==> src/rtl/cond_unit_pkg.sv <==
// ---------------------------------------------------------------------------
// cond_unit_pkg
// Purpose : Shared constants for the condition/flag logic. The 4-bit
//           condition codes, NZCV bit positions inside the flag register and
//           the bit positions of the two FlagW write-enable halves. The
//           decoder and the ALU bench reuse the same constants.
// Ports   : none (package)
// ---------------------------------------------------------------------------
package cond_unit_pkg;

  // Condition field encodings (instruction bits [31:28])
  localparam logic [3:0] COND_EQ = 4'b0000;
  localparam logic [3:0] COND_NE = 4'b0001;
  localparam logic [3:0] COND_CS = 4'b0010;
  localparam logic [3:0] COND_CC = 4'b0011;
  localparam logic [3:0] COND_MI = 4'b0100;
  localparam logic [3:0] COND_PL = 4'b0101;
  localparam logic [3:0] COND_VS = 4'b0110;
  localparam logic [3:0] COND_VC = 4'b0111;
  localparam logic [3:0] COND_HI = 4'b1000;
  localparam logic [3:0] COND_LS = 4'b1001;
  localparam logic [3:0] COND_GE = 4'b1010;
  localparam logic [3:0] COND_LT = 4'b1011;
  localparam logic [3:0] COND_GT = 4'b1100;
  localparam logic [3:0] COND_LE = 4'b1101;
  localparam logic [3:0] COND_AL = 4'b1110;

  // Bit positions of each flag inside the {N,Z,C,V} vector
  localparam int unsigned FLAG_N = 3;
  localparam int unsigned FLAG_Z = 2;
  localparam int unsigned FLAG_C = 1;
  localparam int unsigned FLAG_V = 0;

  // Bit positions inside FlagW: upper bit writes N,Z; lower bit writes C,V
  localparam int unsigned FLAGW_NZ = 1;
  localparam int unsigned FLAGW_CV = 0;

endpackage

==> src/rtl/cond_unit_if.sv <==
// ---------------------------------------------------------------------------
// cond_unit_if
// Purpose : Bundles the decoder/ALU-facing signals of the condition unit.
// Signals : en       - instruction valid / not stalled
//           Cond     - condition field [31:28]
//           ALUFlags - {N,Z,C,V} produced by the ALU this cycle
//           FlagW    - [1] write N,Z ; [0] write C,V
//           PCS/RegW/MemW - ungated write requests from the decoder
//           NoWrite  - compare-class op, suppresses the register write
//           PCSrc/RegWrite/MemWrite - gated write strobes
//           CarryIn  - stored C flag back to the ALU
//           CondEx   - condition passed
//           Flags    - stored {N,Z,C,V}
// Modports: master - decoder/datapath side (drives requests)
//           slave  - cond_unit side (drives gated strobes and flags)
// ---------------------------------------------------------------------------
interface cond_unit_if;

  logic       en;
  logic [3:0] Cond;
  logic [3:0] ALUFlags;
  logic [1:0] FlagW;
  logic       PCS;
  logic       RegW;
  logic       MemW;
  logic       NoWrite;
  logic       PCSrc;
  logic       RegWrite;
  logic       MemWrite;
  logic       CarryIn;
  logic       CondEx;
  logic [3:0] Flags;

  modport master (
    output en, Cond, ALUFlags, FlagW, PCS, RegW, MemW, NoWrite,
    input  PCSrc, RegWrite, MemWrite, CarryIn, CondEx, Flags
  );

  modport slave (
    input  en, Cond, ALUFlags, FlagW, PCS, RegW, MemW, NoWrite,
    output PCSrc, RegWrite, MemWrite, CarryIn, CondEx, Flags
  );

endinterface

==> src/rtl/cond_unit_cond_check.sv <==
// ---------------------------------------------------------------------------
// cond_unit_cond_check
// Purpose : The cond_check block. Pure combinational evaluation of a 4-bit
//           condition code against an NZCV flag vector.
// Ports   : i_cond   in  4  condition field
//           i_flags  in  4  {N,Z,C,V}
//           o_condEx out 1  condition passed
// ---------------------------------------------------------------------------
module cond_unit_cond_check
  import cond_unit_pkg::*;
(
  input  logic [3:0] i_cond,
  input  logic [3:0] i_flags,
  output logic       o_condEx
);

  logic w_n;
  logic w_z;
  logic w_c;
  logic w_v;

  assign w_n = i_flags[FLAG_N];
  assign w_z = i_flags[FLAG_Z];
  assign w_c = i_flags[FLAG_C];
  assign w_v = i_flags[FLAG_V];

  // Condition table; the unused 1111 encoding behaves like AL
  always_comb begin
    o_condEx = 1'b1;
    case (i_cond)
      COND_EQ: o_condEx = w_z;
      COND_NE: o_condEx = ~w_z;
      COND_CS: o_condEx = w_c;
      COND_CC: o_condEx = ~w_c;
      COND_MI: o_condEx = w_n;
      COND_PL: o_condEx = ~w_n;
      COND_VS: o_condEx = w_v;
      COND_VC: o_condEx = ~w_v;
      COND_HI: o_condEx = w_c & ~w_z;
      COND_LS: o_condEx = ~w_c | w_z;
      COND_GE: o_condEx = (w_n == w_v);
      COND_LT: o_condEx = (w_n != w_v);
      COND_GT: o_condEx = ~w_z & (w_n == w_v);
      COND_LE: o_condEx = w_z | (w_n != w_v);
      COND_AL: o_condEx = 1'b1;
      default: o_condEx = 1'b1;
    endcase
  end

endmodule

==> src/rtl/cond_unit.sv <==
// ---------------------------------------------------------------------------
// cond_unit
// Purpose : Consumer end of the ALU flag interface. Holds the NZCV flag
//           register, evaluates the instruction condition against it,
//           returns the stored carry to the ALU and gates the decoder write
//           strobes so failed-condition instructions commit nothing.
// Params  : RESET_FLAGS - NZCV value loaded on reset
//           FLAG_BYPASS - 1: evaluate on ALUFlags after a flag-writing cycle
//                         (debug only); 0: always evaluate on stored flags
// Ports   : clk    in  1  system clock, rising edge
//           reset  in  1  synchronous, active-low reset
//           bus    cond_unit_if.slave - see cond_unit_if for signal list
// ---------------------------------------------------------------------------
module cond_unit
  import cond_unit_pkg::*;
#(
  parameter logic [3:0] RESET_FLAGS = 4'b0000,
  parameter bit         FLAG_BYPASS = 1'b0
)(
  input  logic        clk,
  input  logic        reset,
  cond_unit_if.slave  bus
);

  logic [3:0] r_flags;
  logic       r_flagsWritten;

  logic [3:0] w_evalFlags;
  logic       w_condPass;
  logic       w_flagWriteEn;

  // The bypass path only exists for debug builds; the normal build always
  // sees last cycle's committed flags, never the current ALU result.
  assign w_evalFlags = (FLAG_BYPASS && r_flagsWritten) ? bus.ALUFlags : r_flags;

  cond_unit_cond_check u_condCheck (
    .i_cond   (bus.Cond),
    .i_flags  (w_evalFlags),
    .o_condEx (w_condPass)
  );

  // Flags only change for a valid instruction whose condition passed
  assign w_flagWriteEn = reset & bus.en & w_condPass;

  // Flag register: reset wins over a same-edge write; the NZ and CV halves
  // are written independently so multiplies can leave C,V untouched.
  always_ff @(posedge clk) begin
    if (!reset) begin
      r_flags        <= RESET_FLAGS;
      r_flagsWritten <= 1'b0;
    end else begin
      if (w_flagWriteEn && bus.FlagW[FLAGW_NZ]) begin
        r_flags[FLAG_N] <= bus.ALUFlags[FLAG_N];
        r_flags[FLAG_Z] <= bus.ALUFlags[FLAG_Z];
      end
      if (w_flagWriteEn && bus.FlagW[FLAGW_CV]) begin
        r_flags[FLAG_C] <= bus.ALUFlags[FLAG_C];
        r_flags[FLAG_V] <= bus.ALUFlags[FLAG_V];
      end
      r_flagsWritten <= w_flagWriteEn & (|bus.FlagW);
    end
  end

  // Strobe gating: everything is forced low while reset is held; a stall
  // (en=0) blocks the strobes but CondEx still shows the evaluation.
  assign bus.CondEx   = reset & w_condPass;
  assign bus.PCSrc    = reset & bus.en & w_condPass & bus.PCS;
  assign bus.RegWrite = reset & bus.en & w_condPass & bus.RegW & ~bus.NoWrite;
  assign bus.MemWrite = reset & bus.en & w_condPass & bus.MemW;

  assign bus.CarryIn  = r_flags[FLAG_C];
  assign bus.Flags    = r_flags;

endmodule
==> src/flat_wrapper.sv <==
// flat-port wrapper written by rule: the top's interface ports become plain ports
module cond_unit_flat import cond_unit_pkg::*;
#(
  parameter logic [3:0] RESET_FLAGS = 4'b0000,
  parameter bit         FLAG_BYPASS = 1'b0
)
  (clk, reset, bus_en, bus_Cond, bus_ALUFlags, bus_FlagW, bus_PCS, bus_RegW, bus_MemW, bus_NoWrite, bus_PCSrc, bus_RegWrite, bus_MemWrite, bus_CarryIn, bus_CondEx, bus_Flags);
  cond_unit_if bus_i ();
  input  logic clk;
  input  logic reset;
  input wire logic [$bits(bus_i.en)-1:0] bus_en;
  input wire logic [$bits(bus_i.Cond)-1:0] bus_Cond;
  input wire logic [$bits(bus_i.ALUFlags)-1:0] bus_ALUFlags;
  input wire logic [$bits(bus_i.FlagW)-1:0] bus_FlagW;
  input wire logic [$bits(bus_i.PCS)-1:0] bus_PCS;
  input wire logic [$bits(bus_i.RegW)-1:0] bus_RegW;
  input wire logic [$bits(bus_i.MemW)-1:0] bus_MemW;
  input wire logic [$bits(bus_i.NoWrite)-1:0] bus_NoWrite;
  output wire logic [$bits(bus_i.PCSrc)-1:0] bus_PCSrc;
  output wire logic [$bits(bus_i.RegWrite)-1:0] bus_RegWrite;
  output wire logic [$bits(bus_i.MemWrite)-1:0] bus_MemWrite;
  output wire logic [$bits(bus_i.CarryIn)-1:0] bus_CarryIn;
  output wire logic [$bits(bus_i.CondEx)-1:0] bus_CondEx;
  output wire logic [$bits(bus_i.Flags)-1:0] bus_Flags;
  assign bus_i.en = bus_en;
  assign bus_i.Cond = bus_Cond;
  assign bus_i.ALUFlags = bus_ALUFlags;
  assign bus_i.FlagW = bus_FlagW;
  assign bus_i.PCS = bus_PCS;
  assign bus_i.RegW = bus_RegW;
  assign bus_i.MemW = bus_MemW;
  assign bus_i.NoWrite = bus_NoWrite;
  assign bus_PCSrc = bus_i.PCSrc;
  assign bus_RegWrite = bus_i.RegWrite;
  assign bus_MemWrite = bus_i.MemWrite;
  assign bus_CarryIn = bus_i.CarryIn;
  assign bus_CondEx = bus_i.CondEx;
  assign bus_Flags = bus_i.Flags;
  cond_unit #(.RESET_FLAGS(RESET_FLAGS), .FLAG_BYPASS(FLAG_BYPASS)) u_core (.clk(clk), .reset(reset), .bus(bus_i));
endmodule
==> config.mk <==
export PLATFORM = sky130hd
export DESIGN_NAME = cond_unit_flat
export DESIGN_NICKNAME = d
export VERILOG_FILES = /design/src/rtl/cond_unit_pkg.sv /design/src/rtl/cond_unit_if.sv /design/src/rtl/cond_unit_cond_check.sv /design/src/rtl/cond_unit.sv /design/src/flat_wrapper.sv
export SDC_FILE = /design/constraint.sdc
export NUM_CORES = 1
export LEC_CHECK = 0
export ABC_AREA = 1
export CAP_MARGIN = 20
export CORE_AREA = 2 2 41 43
export CTS_CLUSTER_SIZE = 30
export DETAILED_ROUTE_END_ITERATION = 16
export DIE_AREA = 0 0 43 45
export PLACE_DENSITY = 0.68
export SKIP_LAST_GASP = 1
export SLEW_MARGIN = 40
export SYNTH_ARGS = -nofsm -noshare
export SYNTH_HDL_FRONTEND = slang
export SYNTH_HIERARCHICAL = 1
export SYNTH_SLANG_ARGS = --single-unit
==> constraint.sdc <==
create_clock -name clk -period 1.3 [get_ports clk]
set_input_delay 0.13 -clock clk [delete_from_list [all_inputs] [get_ports clk]]
set_output_delay 0.13 -clock clk [all_outputs]
set_load 0.03 [all_outputs]
* Word level (Yosys, flattened, before mapping) *
Cells that the tools add are included.

word-level totals
  output and inout bits = 9
  input bits = 17
  bits in registers = 4
  word-level logic and storage cells = 37

cells by class
  bitwise gates (word level) = 16
  reduce and logical (&&, ||, !) cells = 3
  equality and inequality tests = 15
  mux-type cells = 1

operators by type and width
  operator              count
  $eq A4 B4 Y1 const B  6
  $eq A4 B3 Y1 const B  4
  $pmux W1 S14          1
  $and A1 B1 Y1         9
  $eq A4 B2 Y1 const B  2
  $not A1 Y1            5
  $eq A4 B1 Y1 const B  1
  $logic_not A4 Y1      1
  $logic_and A1 B1 Y1   2
  $or A1 B1 Y1          2
  $eq A1 B1 Y1          1
  $ne A1 B1 Y1          1

* Longest topological paths before layout *
  word-level depth = 6
  gate-level depth with buffers = 13
  gate-level depth less buffers = 13

* Hierarchy *
Netlist, hierarchy kept.

modules (own cells, without submodules)
  module                instances  area each (um^2)  sequential area each (um^2)  cells an instance
  cond_unit             1          240.2             80.1                         40
  cond_unit_cond_check  1          205.2             0.0                          50

* Worst setup path before layout *
OpenSTA, ideal clock, no wires.

  kind = register to output
  start = reg u_core.r_flags[0], in the netlist u_core/bus.Flags[0]
  end = out bus_RegWrite
  data required time = 1170 ps
  setup slack = -580 ps
  stages on the path, launching flop included = 11
  path buffers = 0
  data arrival time = 1750 ps
  cell sequence = dfxtp_1 inv_1 nand2_1 nand3_1 a21oi_1 nor2_1 nand2_1 nand2_2 nor2_2 nand2_1 nor2_1

between the ends
  longest elaborated chain between the ends = 6
  elaborated cells on any way between the ends = 9
  classes of those cells = eq/ne (2); mux (1); bitwise (6)

RTL lines
  element                                               RTL line                                                text
  start: declaration                                    cond_unit.sv:25                                         logic [3:0] r_flags;
  start signal: indexed assignment                      cond_unit.sv:53                                         r_flags[FLAG_N] <= bus.ALUFlags[FLAG_N];
  start signal: indexed assignment                      cond_unit.sv:54                                         r_flags[FLAG_Z] <= bus.ALUFlags[FLAG_Z];
  start signal: indexed assignment                      cond_unit.sv:57                                         r_flags[FLAG_C] <= bus.ALUFlags[FLAG_C];
  $ne A1 B1 Y1 / $eq A1 B1 Y1 (equally long branches)   n/a
  $or A1 B1 Y1 / $and A1 B1 Y1 (equally long branches)  cond_unit_cond_check.sv:44, cond_unit_cond_check.sv:43
  $pmux W1 S14 *                                        cond_unit_cond_check.sv:30                              case (i_cond)
  net u_core.w_condPass                                 cond_unit.sv:29                                         logic w_condPass;
  $and A1 B1 Y1 * (3 in series)                         cond_unit.sv:68                                         assign bus.RegWrite = reset & bus.en & w_condPass & bus.RegW & ~bus.NoWrite;
  end: declaration                                      flat_wrapper.sv:20                                      output wire logic [$bits(bus_i.RegWrite)-1:0] bus_RegWrite;

The timed path passes the listed nets; every way through them passes the cells marked *.

* Worst setup path in the final report *
Same ends and word-level chain as after synthesis.

==> metrics.txt <==
Distinct cells, synth 11; Rows 14; drt first-iter violations 7; critical path capture point type primary output; CTS tree done; Max IR drop VDD 0.000334 V; full die area 1940 sq um; violated checks setup timing; fin crit period 1670 ps; PD cells 601 nW/um^2; via count 651; first-pass GRT wire length 2.07 mm; post-DR vias/cell 4.49; total congestion overflow 0; clk slew on worst S/H paths 40 ps; htree depth 1; TritonRoute pass-1 iters 6; per-cell routed wire length 9.18 microns; FF-to-FF setup slack -200 ps; dpl cells 139; DP Worst Slack -541 ps; Final Worst Setup Slack -369 ps; initial antenna violation count 0; Max Clock Skew 2.16 ps; pin count of the biggest net entering global routing 8; Max clock buf depth 2; status complete, but fails checks; Post-DP Area 808 sq um; root buf cell clkbuf_4; total CTS buffers 3; Placer Congestion 0.819; Layout area overhead 103%; Die X 43 microns; Post-Syn Area 445 sq um; clock sinks 4; Top-Level Pins 26; Setup Viol. Count Final 8; post-synthesis cell count 90; vias in the first global route 590; clk_lat worst skew 230 ps; largest fanout on the critical path 5; Nets 147; total core area 1470 sq um; overall die height 45 microns; CP Launch Type flop; Final TNS setup -2080 ps; Arrival @ worst endpoint 1540 ps; worst path required time 1170 ps; Post-Syn Area per Cell 4.95 sq um; fmax 599 MHz; WL final 1.33 mm; layout cells sized above 1 0.372; Post-Layout Cell Count 145; Hold WS 530 ps; IO Port Bufs 25; Fin. Hold Viols 0; Slew Limit Fails 0; final total power 0.544 mW; GRT Total Usage 0.141; RSZ-0062 raised after global routing yes; flops & latches, synth 4; Net Count, Synth 107; Worst R2R Path Depth 13; Initial Utilization 0.303; period utilization 1.28; post-layout util 0.616; post-route ant nets 0; Rel. slew slack 0.796; hold crit path type in2reg; # diodes 0; HPWL Detailed 1.03 mm; max_cap viols 0; leakage 0.462 nW; max FFs per register 4; final instance area 906 sq um; WHS Path Cells 5; post-synthesis sequential area ratio 0.180; drt drc 0; CP Class reg2out; Syn. warnings 6; Worst Max-Slew Pin Slew 307 ps; FILL cells 146
-- cell families after synthesis --
| logic type | count (synthesis) | synth area share |
|---|---|---|
| AO/OA/AOI/OAI | 4 | 0.0449 |
| buffers and inverters | 20 | 0.177 |
| flip-flops | 4 | 0.180 |
| AND/OR/NAND/NOR | 62 | 0.598 |
-- cells in the mapped netlist --
library cell  instances  area share
nand2_2               2       0.028
nand3_1              12        0.13
nor2_2                3       0.042
nand3_2               1       0.022
buf_4                 1       0.017
dfxtp_1               4        0.18
nand2_1              24        0.20
inv_1                18        0.15
nor2_1               20        0.17
inv_2                 1      0.0084
a21oi_1               4       0.045
-- layout make-up --
type                       instances  area [sq um]  area share
multi-input combinational         66           363       0.401
timing repair buffer              36           330       0.365
sequential                         4          95.1       0.105
inverter                          19          71.3      0.0787
clock buffer                       4          26.3      0.0290
tap                               16          20.0      0.0221
-- power by group --
group | total (mW) | switching (mW) | internal (mW)
combinational | 0.245 | 0.126 | 0.119
clock | 0.168 | 0.0522 | 0.115
sequential | 0.131 | 0.00707 | 0.124
-- critical path, cell delays in order (launching register included) --
cell and delay [ps]:
dfxtp_4 360, inv_2 40, nand2_2 70, nand3_2 80, a21oi_2 120, nor2_1 50, nand2_1 90, nand2_2 80
nor2_4 100, nand2_2 70, nor2_4 100, buf_6 130
-- timing repair --
action,in CTS,in global routing
buffers inserted,3,1
setup endpoints to repair,13,8
pin swaps,13,15
resized for setup,24,8
hold buffers,0,0
endpoints found under the hold margin,0,0
-- worst paths after layout --
path                             from                  end
hold / removal        bus_ALUFlags[2]  u_core/bus.Flags[2]
setup reg to reg  u_core/bus.Flags[3]  u_core/bus.Flags[3]
hold reg to reg   u_core/bus.Flags[1]  u_core/bus.Flags[1]
setup / recovery  u_core/bus.Flags[0]         bus_RegWrite
-- placed cells by master (no fill, tap or decap) --
cell	Yosys	layout
clkbuf_1	0	1
nor2_2	3	3
nor2_4	0	5
nand3_2	1	3
a21oi_1	4	3
nand3_4	0	1
clkbuf_4	0	3
clkdlybuf4s50_1	0	12
buf_6	0	5
dlygate4sd2_1	0	9
nor2_1	20	15
dfxtp_4	0	4
nand3_1	12	9
nand2_1	24	19
inv_2	1	6
nand2_2	2	7
inv_1	18	13
buf_4	1	10
a21oi_2	0	1
-- per-layer routing --
metal	GRT usage	part of all wire	routed length, microns
met1	0.132	0.40	531
met2	0.297	0.53	706
met3	0.0400	0.070	93
met4	0.0364	0	0
met5	0	0	0
No activity file was read; power rests on OpenSTA's default activity.
